## src/rtl/regfile_read_stage.sv

```systemverilog
// Decode-stage register file (2^ADDR_W x DATA_W, one write port, two read ports) feeding the ID/EX latch.
// Optional macro REGFILE_BYPASS_EN enables write-through bypass for captured and stall-held operands.
module regfile_read_stage #(
    parameter int DATA_W = 32,
    parameter int ADDR_W = 5
) (
    input  logic              clk,
    input  logic              reset,
    input  logic              wr_en,
    input  logic [ADDR_W-1:0] wr_addr,
    input  logic [DATA_W-1:0] wr_data,
    input  logic [ADDR_W-1:0] rd_addr_a,
    input  logic [ADDR_W-1:0] rd_addr_b,
    input  logic              valid_in,
    input  logic              stall,
    input  logic              flush,
    output logic [DATA_W-1:0] rd_data_a,
    output logic [DATA_W-1:0] rd_data_b,
    output logic [ADDR_W-1:0] rd_addr_a_q,
    output logic [ADDR_W-1:0] rd_addr_b_q,
    output logic              valid_out
);

    localparam int NUM_REGS = 1 << ADDR_W;

    logic [DATA_W-1:0] storage [NUM_REGS];
    logic              wr_commit;

    logic [DATA_W-1:0] data_a_p0;
    logic [DATA_W-1:0] data_b_p0;

    logic [DATA_W-1:0] data_a_p1;
    logic [DATA_W-1:0] data_b_p1;
    logic [ADDR_W-1:0] addr_a_p1;
    logic [ADDR_W-1:0] addr_b_p1;
    logic              vld_p1;

    // Register 0 is never written, so a write to it is simply dropped here.
    assign wr_commit = wr_en && (wr_addr != '0);

    function automatic logic [DATA_W-1:0] read_port(input logic [ADDR_W-1:0] addr);
        logic [DATA_W-1:0] value;
        if (addr == '0) begin
            value = '0;
        end
`ifdef REGFILE_BYPASS_EN
        else if (wr_commit && (wr_addr == addr)) begin
            value = wr_data;
        end
`endif
        else begin
            value = storage[addr];
        end
        return value;
    endfunction

    always_ff @(posedge clk or negedge reset) begin
        if (!reset) begin
            for (int i = 0; i < NUM_REGS; i++) begin
                storage[i] <= '0;
            end
        end else if (wr_commit) begin
            storage[wr_addr] <= wr_data;
        end
    end

    // ---- p0: combinational operand read ----
    always_comb begin
        data_a_p0 = read_port(rd_addr_a);
        data_b_p0 = read_port(rd_addr_b);
    end

    // ---- p1: ID/EX latch (flush beats stall beats capture) ----
    always_ff @(posedge clk or negedge reset) begin
        if (!reset) begin
            data_a_p1 <= '0;
            data_b_p1 <= '0;
            addr_a_p1 <= '0;
            addr_b_p1 <= '0;
            vld_p1    <= 1'b0;
        end else if (flush) begin
            data_a_p1 <= '0;
            data_b_p1 <= '0;
            addr_a_p1 <= '0;
            addr_b_p1 <= '0;
            vld_p1    <= 1'b0;
        end else if (stall) begin
`ifdef REGFILE_BYPASS_EN
            // A held instruction picks up a writeback to its own sources so it never goes stale.
            if (wr_commit && (wr_addr == addr_a_p1)) begin
                data_a_p1 <= wr_data;
            end
            if (wr_commit && (wr_addr == addr_b_p1)) begin
                data_b_p1 <= wr_data;
            end
`endif
        end else begin
            data_a_p1 <= data_a_p0;
            data_b_p1 <= data_b_p0;
            addr_a_p1 <= rd_addr_a;
            addr_b_p1 <= rd_addr_b;
            vld_p1    <= valid_in;
        end
    end

    assign rd_data_a   = data_a_p1;
    assign rd_data_b   = data_b_p1;
    assign rd_addr_a_q = addr_a_p1;
    assign rd_addr_b_q = addr_b_p1;
    assign valid_out   = vld_p1;

endmodule

```

## config.mk

```make
export PLATFORM = sky130hd
export DESIGN_NAME = regfile_read_stage
export DESIGN_NICKNAME = d
export VERILOG_FILES = /design/src/rtl/regfile_read_stage.sv
export SDC_FILE = /design/constraint.sdc
export NUM_CORES = 2
export LEC_CHECK = 0
export CAP_MARGIN = 15
export CELL_PAD_IN_SITES_DETAIL_PLACEMENT = 0
export CELL_PAD_IN_SITES_GLOBAL_PLACEMENT = 2
export CORE_ASPECT_RATIO = 1.25
export CORE_MARGIN = 2
export CORE_UTILIZATION = 45
export CTS_CLUSTER_DIAMETER = 100
export CTS_CLUSTER_SIZE = 24
export DETAILED_ROUTE_END_ITERATION = 10
export GPL_ROUTABILITY_DRIVEN = 0
export PLACE_DENSITY = 0.83
export SETUP_SLACK_MARGIN = 0.3
export SYNTH_ARGS = -nofsm -noshare
export SYNTH_HDL_FRONTEND = slang
export SYNTH_SLANG_ARGS = --single-unit
```

## constraint.sdc

```tcl
create_clock -name clk -period 2.3 [get_ports clk]
set_input_delay 0.23 -clock clk [delete_from_list [all_inputs] [get_ports clk]]
set_output_delay 0.23 -clock clk [all_outputs]
set_load 0.05 [all_outputs]
```

==> impl_metrics.toml <==
[cells_and_area]
nets = 4521
area_growth_syn_to_layout_pct = 13.7
layout.cells.non_filler = 6190
footprint_of_the_multi_input_gates_sq_um = 28500
finish.instance_area_sq_um = 65800
final.fill_count = 11199
share_of_final_layout_standard_cells_stronger_than_drive_strength_1_pct = 39.0
final_core_utilization_pct = 51.4
seq_area_sq_um = 27500

[routing]
detailed_routing_iteration_count_for_the_pre_antenna_repair_pass = 6
detail_route.vias_per_cell = 6.49
drt-initial-drc-count = 4020
drt_drc_violations_left = 0
finalWirelength_um = 204000
routed-via-count = 40154
drt-wirelength-per-cell_um = 33.0
antenna_viol_nets_final = 0

[worst_setup_path]
timing.critical_path.slowest_stage_cell = "sky130_fd_sc_hd__dlygate4sd2_1"
cp_launch_type = "flop"
critical_path_arrival_ns = 1.73
worstReg2RegStart = "storage[11]$_DFFE_PN0P_"
cp_max_fo = 3
worst-r2r-cell-count = 4
cp.buffers_inverters = 1
end_kind = "primary output"
regToRegEndpoint = "rd_data_a[11]$_DFFE_PN0P_"
crit_chain = "dlygate4sd2_1"
r2r_slack_ns = 0.35
timing.setup.critical_path_class = "flop to primary output"
cp.required_ns = 2.07
cpLargestDelayFamily = "buffers and inverters"
worst_path_largest_cell_delay_ns = 0.56

[logic_synthesis]
syn-cell-area_sq_um = 57900
synth_top_cell_area_share_pct = 47.5
synth_enable_flop_cells = 0
synth.lib_cells_used.distinct = 46
synthesis.yosys.warnings = 0
synth_top_flop_cell = "sky130_fd_sc_hd__dfrtp_1"
avgSynthCellArea_sq_um = 13.3
synthesis.instances = 4364
ys_seq_area_share_pct = 47.5
synth_area_leaders = "sky130_fd_sc_hd__dfrtp_1 (48%), sky130_fd_sc_hd__mux2_2 (19%), sky130_fd_sc_hd__mux2i_1 (10%)"
synth_fp_nets = 4417
yosys_register_bits = 1099
post-synth-top-area-cell = "sky130_fd_sc_hd__dfrtp_1"
synth_async_sr_flop_share_pct = 100

[global_routing]
use_met1_pct = 41.7
grt_util_all_layers_pct = 30.7
grt_util_met2_pct = 50.5
global_route_track_usage_on_met3_pct = 4.13
busiest_layer = "met2"
leftover_overflow_at_the_end_of_global_routing = 0
grt_pass1_wl_um = 295000
initial_antenna_violation_count = 6
grt_start_max_net_pins = 66
first_global_vias = 40362

[clocking]
cts_made_buffers = 52
clk_pin_slew_worst_paths_ns = 0.11
clock_path_buffers = 3
cts.root.buffer_cell = "sky130_fd_sc_hd__clkbuf_16"
cts_max_level = 2
clock_tree_from_tritoncts = "built"
cts_num_sinks = 1099
cts_setup_buffers = 0
clock_insertion_delay_at_the_later_pin_of_the_skew_report_ns = 0.68

[die]
placeableCoreArea_sq_um = 128000
design.portCount = 128
die_width_um = 325
rows = 147
design.die.area_sq_um = 131000
chipHeight_um = 405
initial_core_util_pct = 45.2

[sta]
post-route-min-period_ns = 1.96
finalSetupViolations = 0
hold_slack_ns = 0.0896
final_number_of_max_transition_violations = 0
slew_headroom_pct = 50.5
final-hold-violation-count = 0
rsz_0062_raised_after_global_routing = "no"
fin_worst_skew_ns = 0.0164
worst_slew_pin_slew_ns = 0.740
fin_crit_sh_pct = 85.4
max_freq_ghz = 0.509

[placed_design]
placed_cells_incl_taps = 6126
dp_hpwl_um = 131000
placedInstanceArea_sq_um = 64400
io_buffers = 127

[outcome]
outcome = "completed"

[min_path]
worst_hold_startpoint = "rd_addr_b[4]"
worst_hold_path.num_cells = 3
whs_endpoint = "rd_data_b[9]$_DFFE_PN0P_"
holdCritPathClass = "input pin to flop"

[power_and_ir_drop]
power_density_nw_per_um2 = 724
report.power.total_mw = 47.6
ir_worst_vdd_v = 0.000595
leakage_nw = 29.7

[run]
drv_cap = 0
[sequential cells by signal, summed over array words and instances (netlist names)]
| signal | flops |
|---|---|
| rd_data_a | 32 |
| rd_addr_b_q | 5 |
| valid_out | 1 |
| rd_data_b | 32 |
| storage | 1024 |
| rd_addr_a_q | 5 |
[area by class of cell]
cell class | instances | area share [%]
Inverter | 2 | 0.0114
Multi-Input combinational cell | 2796 | 43.4
Sequential cell | 1099 | 41.8
Tap cell | 1713 | 3.26
Clock inverter | 6 | 0.118
Timing Repair Buffer | 517 | 9.37
Clock buffer | 54 | 2.04
Antenna cell | 3 | 0.0114
[stage by stage]
stage               setup slack (ns)  setup TNS, ns
floorplan                      0.395              0
global placement              -0.215         -33.36
detailed placement            -0.167         -24.37
CTS                            0.213              0
global route                   0.300              0
finish                         0.336              0
[where the power goes]
| group | leakage [nW] | switching [mW] | internal, mW |
|---|---|---|---|
| registers | 14.1 | 2.89 | 22.8 |
| clock network | 0.696 | 6.50 | 4.32 |
| logic | 14.8 | 4.88 | 6.26 |
| total | 29.7 | 14.3 | 33.4 |
[cells by family (layout without fill, tap and decap cells)]
logic type / Yosys count / after routing / share of synthesized area, %
muxes: 1877 / 1877 / 39.6
buffers and inverters: 469 / 579 / 3.72
AOI/OAI and AO/OA: 485 / 485 / 5.69
DFF: 1099 / 1099 / 47.5
other: 0 / 3 / 0
and+or+nand+nor: 434 / 434 / 3.45
[cells in the mapped netlist, types with 12 or more instances]
master and count:
sky130_fd_sc_hd__nand2_1 159, sky130_fd_sc_hd__o211ai_1 21, sky130_fd_sc_hd__buf_6 12, sky130_fd_sc_hd__or3_1 33, sky130_fd_sc_hd__a22o_1 46, sky130_fd_sc_hd__nor3_1 78
sky130_fd_sc_hd__clkbuf_1 248, sky130_fd_sc_hd__o21ai_0 102, sky130_fd_sc_hd__mux2_2 1000, sky130_fd_sc_hd__o22a_1 21, sky130_fd_sc_hd__a31oi_1 24, sky130_fd_sc_hd__buf_4 26
sky130_fd_sc_hd__mux2i_1 604, sky130_fd_sc_hd__a2111oi_0 36, sky130_fd_sc_hd__nand4_1 31, sky130_fd_sc_hd__mux2_1 48, sky130_fd_sc_hd__o22ai_1 129, sky130_fd_sc_hd__a221oi_1 35
sky130_fd_sc_hd__a21oi_1 44, sky130_fd_sc_hd__buf_1 16, sky130_fd_sc_hd__dfrtp_1 1099, sky130_fd_sc_hd__buf_2 164, sky130_fd_sc_hd__mux4_2 225, sky130_fd_sc_hd__nor2_1 96
[layout by cell type, fill, tap and decap left out, drive strengths merged, types with 7 or more instances in the layout]
cell type      instances
clkbuf                55
mux2i                604
nand2                159
a221oi                35
dlygate4sd2           64
a2111oi               36
buf                  400
o211ai                21
nand4                 31
nor3                  79
clkdlybuf4s15         10
a21oi                 44
a22o                  46
o21ai                102
mux4                 225
clkdlybuf4s50         41
o22a                  21
mux2                1048
a22oi                  7
nor2                  96
nor2b                 10
dfrtp               1099
a31oi                 24
o22ai                129
or3                   33
[worst register-to-register path: stages (launching register included)]
cell and delay, ns:
sky130_fd_sc_hd__dfrtp_1 0.40, sky130_fd_sc_hd__mux4_2 0.47, sky130_fd_sc_hd__mux2_2 0.27, sky130_fd_sc_hd__a2111oi_0 0.58, sky130_fd_sc_hd__a21oi_1 0.08
[layer usage]
| layer | share of wire [%] | vias up | wire length (um) |
|---|---|---|---|
| li1 | - | 16531 | - |
| met1 | 42 | 21605 | 85400 |
| met2 | 48 | 1626 | 97200 |
| met3 | 6.4 | 390 | 13100 |
| met4 | 4.1 | 2 | 8400 |
| met5 | 0.0059 | - | 12 |
[worst max path at each step]
stage | start | end | slack [ns] | depth (start not counted)
after floorplan | rd_addr_b[1] | rd_data_b[3]$_DFFE_PN0P_ | 0.39 | 6
after global placement | wr_addr[4] | storage[687]$_DFFE_PN0P_ | -0.21 | 6
after detailed placement | wr_addr[4] | storage[683]$_DFFE_PN0P_ | -0.17 | 6
after CTS | rd_data_b[17]$_DFFE_PN0P_ | rd_data_b[17] | 0.21 | 1
after global routing | rd_data_a[29]$_DFFE_PN0P_ | rd_data_a[29] | 0.30 | 1
final | rd_data_a[3]$_DFFE_PN0P_ | rd_data_a[3] | 0.34 | 1
[timing repair]
| item | 4_1_cts | 5_1_grt |
|---|---|---|
| hold buffers | 1 | 0 |
| endpoints found under the setup margin | 75 | 5 |
| hold endpoints to repair | 433 | 0 |
| gates resized for setup | 92 | 6 |
Power figures use the tool's default switching activity.
